$ cat src/rtl/alu_seq.sv
// Multi-cycle execute-stage ALU with valid/ready handshakes on both sides.
// Shifts run one bit per cycle. Results and flags are registered and held
// until the consumer accepts them.
// Optional feature: define ALU_SEQ_MUL_EN to enable the iterative shift-add
// multiplier on opcode 111. Without it, 111 returns zero in a single cycle.
module alu_seq #(
  parameter int unsigned W   = 8,
  parameter int unsigned OPW = 3,
  localparam int unsigned SHW = $clog2(W) + 1
) (
  input  logic           clk,
  input  logic           reset,
  input  logic           in_valid,
  output logic           in_ready,
  input  logic [W-1:0]   a,
  input  logic [W-1:0]   b,
  input  logic [W-1:0]   c,
  input  logic [OPW-1:0] op,
  output logic           out_valid,
  input  logic           out_ready,
  output logic [W-1:0]   result,
  output logic           zero,
  output logic           sign,
  output logic           carry,
  output logic           is_equal
);

  localparam logic [OPW-1:0] OpAdd = OPW'(3'd0);
  localparam logic [OPW-1:0] OpSub = OPW'(3'd1);
  localparam logic [OPW-1:0] OpShr = OPW'(3'd2);
  localparam logic [OPW-1:0] OpShl = OPW'(3'd3);
  localparam logic [OPW-1:0] OpPar = OPW'(3'd4);
  localparam logic [OPW-1:0] OpAnd = OPW'(3'd5);
  localparam logic [OPW-1:0] OpXor = OPW'(3'd6);
`ifdef ALU_SEQ_MUL_EN
  localparam logic [OPW-1:0] OpMul = OPW'(3'd7);
`endif
  localparam logic [W:0]     WVal  = (W + 1)'(W);

  typedef enum logic [1:0] {StIdle, StBusy, StDone} state_e;

  state_e         state_q, state_d;
  logic [W-1:0]   work_q, work_d;     // shift operand, or multiplier bits
  logic [SHW-1:0] cnt_q, cnt_d;
  logic [OPW-1:0] op_q, op_d;
  logic [W-1:0]   result_q, result_d;
  logic           carry_q, carry_d;
  logic           zero_q, zero_d;
  logic           sign_q, sign_d;
  logic           eq_q, eq_d;
  logic           finish;
  logic [W-1:0]   fin_val;
`ifdef ALU_SEQ_MUL_EN
  logic [2*W-1:0] prod_q, prod_d;
  logic [2*W-1:0] mcand_q, mcand_d;
  logic [2*W-1:0] prod_sum;
`endif

  assign in_ready  = (state_q == StIdle);
  assign out_valid = (state_q == StDone);
  assign result    = result_q;
  assign carry     = carry_q;
  assign zero      = zero_q;
  assign sign      = sign_q;
  assign is_equal  = eq_q;

  // Next-state, datapath and flag computation.
  always_comb begin
    state_d  = state_q;
    work_d   = work_q;
    cnt_d    = cnt_q;
    op_d     = op_q;
    result_d = result_q;
    carry_d  = carry_q;
    zero_d   = zero_q;
    sign_d   = sign_q;
    eq_d     = eq_q;
    finish   = 1'b0;
    fin_val  = '0;
`ifdef ALU_SEQ_MUL_EN
    prod_d   = prod_q;
    mcand_d  = mcand_q;
    prod_sum = '0;
`endif
    unique case (state_q)
      StIdle: begin
        if (in_valid) begin
          op_d    = op;
          eq_d    = (a == c);
          zero_d  = 1'b0;
          sign_d  = 1'b0;
          carry_d = 1'b0;
          work_d  = a;
          case (op)
            OpShr, OpShl: begin
              cnt_d = ({1'b0, b} >= WVal) ? SHW'(W) : SHW'(b);
              if (cnt_d == '0) begin
                finish  = 1'b1;
                fin_val = a;
              end else begin
                state_d = StBusy;
              end
            end
`ifdef ALU_SEQ_MUL_EN
            OpMul: begin
              prod_d  = '0;
              mcand_d = {{W{1'b0}}, a};
              work_d  = b;
              cnt_d   = SHW'(W);
              state_d = StBusy;
            end
`endif
            default: begin
              finish = 1'b1;
              case (op)
                OpAdd: {carry_d, fin_val} = {1'b0, a} + {1'b0, b};
                OpSub: {carry_d, fin_val} = {1'b0, a} - {1'b0, b};
                OpPar: begin
                  fin_val = a;
                  fin_val[b[SHW-2:0]] = ^a;
                end
                OpAnd: fin_val = a & b;
                OpXor: fin_val = a ^ b;
                default: fin_val = '0;
              endcase
            end
          endcase
        end
      end
      StBusy: begin
        cnt_d = cnt_q - SHW'(1);
`ifdef ALU_SEQ_MUL_EN
        if (op_q == OpMul) begin
          prod_sum = prod_q + (work_q[0] ? mcand_q : '0);
          prod_d   = prod_sum;
          mcand_d  = mcand_q << 1;
          work_d   = work_q >> 1;
          if (cnt_q == SHW'(1)) begin
            finish  = 1'b1;
            fin_val = prod_sum[W-1:0];
            carry_d = |prod_sum[2*W-1:W];
          end
        end else
`endif
        begin
          if (op_q == OpShr) begin
            carry_d = work_q[0];
            work_d  = work_q >> 1;
          end else begin
            carry_d = work_q[W-1];
            work_d  = work_q << 1;
          end
          if (cnt_q == SHW'(1)) begin
            finish  = 1'b1;
            fin_val = work_d;
          end
        end
      end
      StDone: begin
        if (out_ready) state_d = StIdle;
      end
      default: state_d = StIdle;
    endcase
    // Result and zero/sign only change when an operation completes.
    if (finish) begin
      state_d  = StDone;
      result_d = fin_val;
      zero_d   = (fin_val == '0);
      sign_d   = fin_val[W-1];
    end
  end

  // State and datapath registers; reset aborts any operation in flight.
  always_ff @(posedge clk or posedge reset) begin
    if (reset) begin
      state_q  <= StIdle;
      work_q   <= '0;
      cnt_q    <= '0;
      op_q     <= '0;
      result_q <= '0;
      carry_q  <= 1'b0;
      zero_q   <= 1'b0;
      sign_q   <= 1'b0;
      eq_q     <= 1'b0;
`ifdef ALU_SEQ_MUL_EN
      prod_q   <= '0;
      mcand_q  <= '0;
`endif
    end else begin
      state_q  <= state_d;
      work_q   <= work_d;
      cnt_q    <= cnt_d;
      op_q     <= op_d;
      result_q <= result_d;
      carry_q  <= carry_d;
      zero_q   <= zero_d;
      sign_q   <= sign_d;
      eq_q     <= eq_d;
`ifdef ALU_SEQ_MUL_EN
      prod_q   <= prod_d;
      mcand_q  <= mcand_d;
`endif
    end
  end

endmodule
$ cat config.mk
export PLATFORM = sky130hd
export DESIGN_NAME = alu_seq
export DESIGN_NICKNAME = d
export VERILOG_FILES = /design/src/rtl/alu_seq.sv
export SDC_FILE = /design/constraint.sdc
export NUM_CORES = 1
export LEC_CHECK = 0
export CORE_ASPECT_RATIO = 0.7
export CORE_MARGIN = 4
export CORE_UTILIZATION = 35
export CTS_BUF_LIST = sky130_fd_sc_hd__clkbuf_4 sky130_fd_sc_hd__clkbuf_8
export CTS_CLUSTER_SIZE = 16
export DETAILED_ROUTE_END_ITERATION = 10
export DONT_BUFFER_PORTS = 1
export GPL_TIMING_DRIVEN = 0
export SYNTH_ARGS = -nofsm -noshare
export SYNTH_HDL_FRONTEND = slang
export SYNTH_SLANG_ARGS = --single-unit
$ cat constraint.sdc
create_clock -name clk -period 3.95 [get_ports clk]
set_input_delay 0.5925 -clock clk [delete_from_list [all_inputs] [get_ports clk]]
set_output_delay 0.5925 -clock clk [all_outputs]
set_load 0.01 [all_outputs]
==> results of run 1 <==
-- area by class of cell --
class	count	share of cell area (%)
clock inverter	1	0.9335
buffer	24	3.734
clock buffer	7	2.800
multi-input combinational	305	63.83
inverter	19	2.217
tap	101	3.928
sequential	29	22.56
-- cell usage in the layout (no fill, tap or decap), types with 7 or more instances in the layout --
cell / count
nand2_1: 44
nor2_1: 31
a21oi_1: 29
dfrtp_1: 29
o21ai_0: 25
inv_1: 19
ha_1: 18
nor3_1: 17
xnor2_1: 15
buf_2: 12
mux2i_1: 11
clkbuf_1: 9
and3_1: 9
nand3_1: 8
nor3b_1: 7
-- metrics by stage --
| stage | instances | power (mW) |
|---|---|---|
| after floorplan | 377 | 1.128 |
| after global placement | 478 | 1.304 |
| after detailed placement | 478 | 1.314 |
| after CTS | 486 | 1.649 |
| after global routing | 486 | 1.788 |
| final | 486 | 1.653 |
-- metal layers --
metal	global-route usage (%)	up-vias	wire length, µm	part of all wire [%]
met2	24.16	133	3491	38
met5	0	-	0	0
li1	-	1373	-	-
met1	28.61	1429	4627	50
met4	2.340	0	59	0.64
met3	6.729	6	1049	11
-- registers in the layout, indices dropped and copies added (netlist names) --
signal and count:
sign 1, result 8, state_q 2, carry 1
zero 1, op_q 3, cnt_q 4, is_equal 1
work_q 8
-- logic make-up after synthesis --
| group | after synthesis | synth area share, % |
|---|---|---|
| compound gates | 107 | 25.19 |
| xor+xnor | 18 | 5.813 |
| simple gates | 149 | 25.48 |
| fa+ha+maj | 20 | 8.930 |
| buf+inv | 43 | 6.445 |
| flops | 29 | 24.43 |
| mux | 11 | 3.707 |
-- worst register-to-register path: stages (launching register included) --
cell and delay [ps]:
dfrtp_1 390, nor3b_1 240, buf_1 490, mux2i_1 300, nor2_1 70, nor3_1 450, nand3_1 140, or4_4 460
o31ai_4 170
-- worst max path at each step --
stage	endpoint	slack, ps
detailed placement	zero	570
global route	zero	720
finish	zero	830
floorplan	zero	930
CTS	zero	850
global placement	zero	550
-- power by group --
part	switching, mW	internal [mW]
registers	0.143	0.435
clock network	0.117	0.212
logic	0.438	0.307
==> qor.yml, run 1 <==
worst_setup_path:
  cp-end-kind: "register"
  cp.required_ps: 4150
  crit_buf_inv: 0
  cp_max_fo: 3
  worst-r2r-cell-count: 8
  reg2reg_to: "zero"
  startpoint: "a[0]"
  crit_chain: "ha_1, fa_1, nor3b_1, nor3_1, mux2i_1, nand3_1, a211oi_2, o211ai_1, or4_4, o31ai_4"
  crit_slowest_cell: "or4_4"
  path_depth: 10
  critPathLaunchType: "primary input"
  slowest_delay_ps: 510
  crit_arrival_ps: 3320
  r2r_slack_ps: 1170
  critPathTopFamily: "simple AND/OR/NAND/NOR gates"
  critical_path_class: "in2reg"
  reg2reg_from: "op_q[0]"
yosys:
  ys_top_cells_by_area: "dfrtp_1 (24%), ha_1 (7.6%), nand2_1 (5.6%)"
  syn_inst: 377
  yosysSeqAreaShare_pct: 24.43
  synth_top_area_share_pct: 24.43
  synth_edf_count: 0
  ys_ff_latch: 29
  synth_area_leader_cell: "dfrtp_1"
  yosysWarnings: 0
  yosys-top-cells-count: "nand2_1 (44), nor2_1 (31), a21oi_1 (29), dfrtp_1 (29), o21ai_0 (25)"
  synth_nets: 428
  synth_cell_types: 68
  yosysMostFrequentCell: "nand2_1"
  synthFlopType: "dfrtp_1"
  syn_area_um2: 2970
  async_flop_share_pct: 100.0
  syn_avg_cell_area_um2: 7.879
cts:
  clock-root-buffer: "clkbuf_8"
  clock-sinks: 29
  clk_latency_ps: 280
  cts_made_buffers: 5
  clock_path_buffers: 2
  clkTransAtPathRegs_ps: 70
  cts_htree_levels: 2
  post_cts_buffers: 0
  cts_tree: "done"
  cts_resized: 0
  cts_hold_buf: 0
grt:
  grt_max_degree: 30
  grt_pass1_vias: 2676
  grt_pass1_wl_mm: 14.86
  track_usage_pct: 18.38
  antenna_found_initial: 0
  gr-total-overflow: 0
routing:
  drt-total-wl_mm: 9.227
  post_drt_via_cell_ratio: 6.051
  drtIter0Drc: 269
  wl_per_cell_um: 18.99
  drt-pass1-iter-count: 4
  vias: 2941
  postRouteAntennaNets: 0
  drc_errors: 0
finish:
  syn_to_final_growth_pct: 8.298
  register_area_um2: 725.7
  design_area_um2: 3217
  multi_input_area_um2: 2053
  utilization_pct: 39.84
  num-fill-cells: 812
  n_antenna_cell: 0
  nets: 435
  drive_gt1_share_pct: 10.39
timing:
  period_share_pct: 79.00
  slew_violations: 0
  setup_violations: 0
  period_needed_ps: 3121
  worst_pin_slew_ps: 1135
  finalSetupTns_ps: 0
  setup_ws_ps: 829.4
  relSlewSlack_pct: 24.23
  grt_setup_unrepaired: "false"
  max_freq_ghz: 0.3204
  worst_hold_slack_ps: 412.0
  skew_ps: 8.851
  hold_violations: 0
floorplan:
  dieArea_um2: 10050
  fp.dieW_um: 118.1
  start_util_pct: 36.79
  dieHeight_um: 85.08
  row_count: 27
  num_io_pins: 45
  core-area_um2: 8074
place:
  dpl_cell_area_um2: 3097
  gp_congestion: 0.8921
  io_buffer_count: 0
  pre_cts_slack_ps: 568.5
  dp_hpwl_mm: 7.274
power:
  power_density_nw_per_um2: 513.8
  leakage_nw: 1.356
  ir_worst_vdd_v: 0.0002755
worst_hold_path:
  holdPathEnd: "state_q[1]"
  hold_depth: 1
  hold_path.class: "in2reg"
  hp-start: "out_ready"
job:
  max-cap-violations: 0
status:
  status: "finished, final reports clean"
No activity file was read; power rests on OpenSTA's default activity.
==> run 2: changes to the inputs <==
Clock period 3.95 ns to 2.55 ns, I/O delays scaled along.
==> run 2 against run 1 <==
The run now ends with setup timing left. Die area stayed put. Sequential power is 55% higher. Cell area is 4.3% higher. Core utilization is 1.7 points higher. Global-route usage is 0.54 points higher. Clock skew is 3.0 ps higher. Non-clock buffer count is 9 higher. Clock power is 15% higher. Combinational power is 65% higher. Count of clock-buffer cells in the layout is 1 lower. First-iteration DRC count is 24% higher. Flip-flop and latch count stayed put. Critical endpoint unchanged. Largest cell class unchanged.
==> qor.yml, run 2 (synthesis gave the netlist of run 1 again) <==
finish:
  drive_gt1_share_pct: 16.50
  num-fill-cells: 824
  n_antenna_cell: 0
  utilization_pct: 41.56
  multi_input_area_um2: 2143
  final_common_cell: "nand2_1"
  register_area_um2: 725.7
  syn_to_final_growth_pct: 12.97
  nets: 444
  final_cells: 495
  layout_common_cells: "nand2_1 (44), nor2_1 (31), dfrtp_1 (29)"
timing:
  relSlewSlack_pct: 25.93
  period_needed_ps: 2603
  setup_violations: 1
  setup_ws_ps: -53.06
  slew_violations: 0
  period_share_pct: 102.1
  hold_violations: 0
  grt_setup_unrepaired: "true"
  skew_ps: 11.80
  max_freq_ghz: 0.3842
  worst_pin_slew_ps: 1110
  finalSetupTns_ps: -53.06
worst_setup_path:
  cp_max_fo: 10
  cp-end-kind: "register"
  crit_chain: "buf_6, inv_1, ha_1, buf_6, nand3b_1, a21boi_1, o21a_1, o21ai_0, nor2b_1, a32o_1, or4_4, o31ai_4"
  crit_buf_inv: 3
  slowest_delay_ps: 530
  critPathTopFamily: "compound AO/OA/AOI/OAI gates"
  critical_path_class: "in2reg"
  crit_slowest_cell: "or4_4"
  critPathLaunchType: "primary input"
  crit_arrival_ps: 2800
  cpMostUsedCell: "buf_6"
  cp.required_ps: 2750
floorplan:
  start_util_pct: 36.79
  core-area_um2: 8074
  dieArea_um2: 10050
  num_io_pins: 45
  row_count: 27
  fp.dieW_um: 118.1
  dieHeight_um: 85.08
place:
  gp_congestion: 0.9137
  dp.cells: 478
  dp_hpwl_mm: 7.410
  io_buffer_count: 0
cts:
  cts_htree_levels: 2
  cts_made_buffers: 5
  clock-sinks: 29
  clock-root-buffer: "clkbuf_8"
  clkTransAtPathRegs_ps: 70
  clock_path_buffers: 2
  cts_tree: "done"
  clk_latency_ps: 280
status:
  status: "complete, but fails checks"
  violations: "setup timing"
routing:
  postRouteAntennaNets: 0
  wl_per_cell_um: 19.20
  drc_errors: 0
  drtIter0Drc: 333
  post_drt_via_cell_ratio: 5.954
  drt-total-wl_mm: 9.506
  drt-pass1-iter-count: 6
  vias: 2947
grt:
  antenna_found_initial: 0
  grt_pass1_wl_mm: 15.28
  grt_pass1_vias: 2810
  gr-total-overflow: 0
  track_usage_pct: 18.92
  grt_max_degree: 30
power:
  ir_worst_vdd_v: 0.0004562
  power_density_nw_per_um2: 746.5
  leakage_nw: 1.411
  total_power_mw: 2.505
job:
  max-cap-violations: 0
worst_hold_path:
  hold_path.class: "in2reg"
-- run 2: cell count changes in the layout (fill, tap and decap cells not counted), sizes merged --
cell / previous run / this run
bufinv: 1 / 0
clkinv: 0 / 2
clkbuf: 16 / 15
buf: 15 / 24
-- run 2: cell type report --
| type | count | share of cell area, % |
|---|---|---|
| inverter | 19 | 2.200 |
| tap | 101 | 3.766 |
| clock inverter | 2 | 0.2983 |
| timing repair buffer | 9 | 2.013 |
| clock buffer | 6 | 2.274 |
| multi-input combinational | 305 | 63.87 |
| sequential | 29 | 21.63 |
| buffer | 24 | 3.952 |
-- run 2: final timing paths --
| kind | slack [ps] | cells after the start | start | end |
|---|---|---|---|---|
| hold / removal | 190 | 1 | out_ready | state_q[1] |
| setup / recovery | -50 | 12 | b[2] | zero |
| min in group asynchronous | 260 | 1 | reset | result[1] |
| setup reg to reg | 30 | 10 | state_q[1] | zero |
| hold reg to reg | 480 | 2 | op_q[1] | op_q[1] |
| max in group asynchronous | 1600 | 1 | reset | cnt_q[0] |
-- run 2: worst reg2reg max path, delay by kind of cell (launching register included) --
kind | cells | cell delay (ps)
simple gates | 7 | 1370
buf+inv | 2 | 440
compound gates | 1 | 170
flops | 1 | 440
-- run 2: metrics by stage --
stage          worst slack (ps)  hold WS (ps)  cell area (µm²)
2_1_floorplan            -69.78         441.9             3004
3_3_place_gp             -520.1         464.1             3131
3_5_place_dp             -542.2         467.6             3131
4_1_cts                  -23.48         198.0             3313
5_1_grt                  -144.2         188.4             3356
6_report                 -53.06         193.6             3356
-- run 2: layer usage --
| layer | GRT usage [%] | vias to the layer above | share of wire, % |
|---|---|---|---|
| li1 | - | 1390 | - |
| met5 | 0 | - | 0 |
| met4 | 2.872 | 0 | 0.73 |
| met1 | 28.80 | 1407 | 49 |
| met2 | 25.45 | 141 | 38 |
| met3 | 6.929 | 9 | 12 |
-- run 2: power breakdown --
| part | total (mW) | internal (mW) | leakage, nW | switching, mW |
|---|---|---|---|---|
| combinational | 1.23 | 0.515 | 1.01 | 0.712 |
| sequential | 0.896 | 0.674 | 0.356 | 0.222 |
| clock | 0.381 | 0.199 | 0.0484 | 0.182 |
| total | 2.51 | 1.39 | 1.41 | 1.12 |
-- run 2: what timing repair did --
action	4_1_cts	5_1_grt
gates cloned	0	0
resized for setup	7	7
hold buffers	0	0
pin swaps	7	3
buffers inserted	8	1
endpoints found under the setup margin	1	4
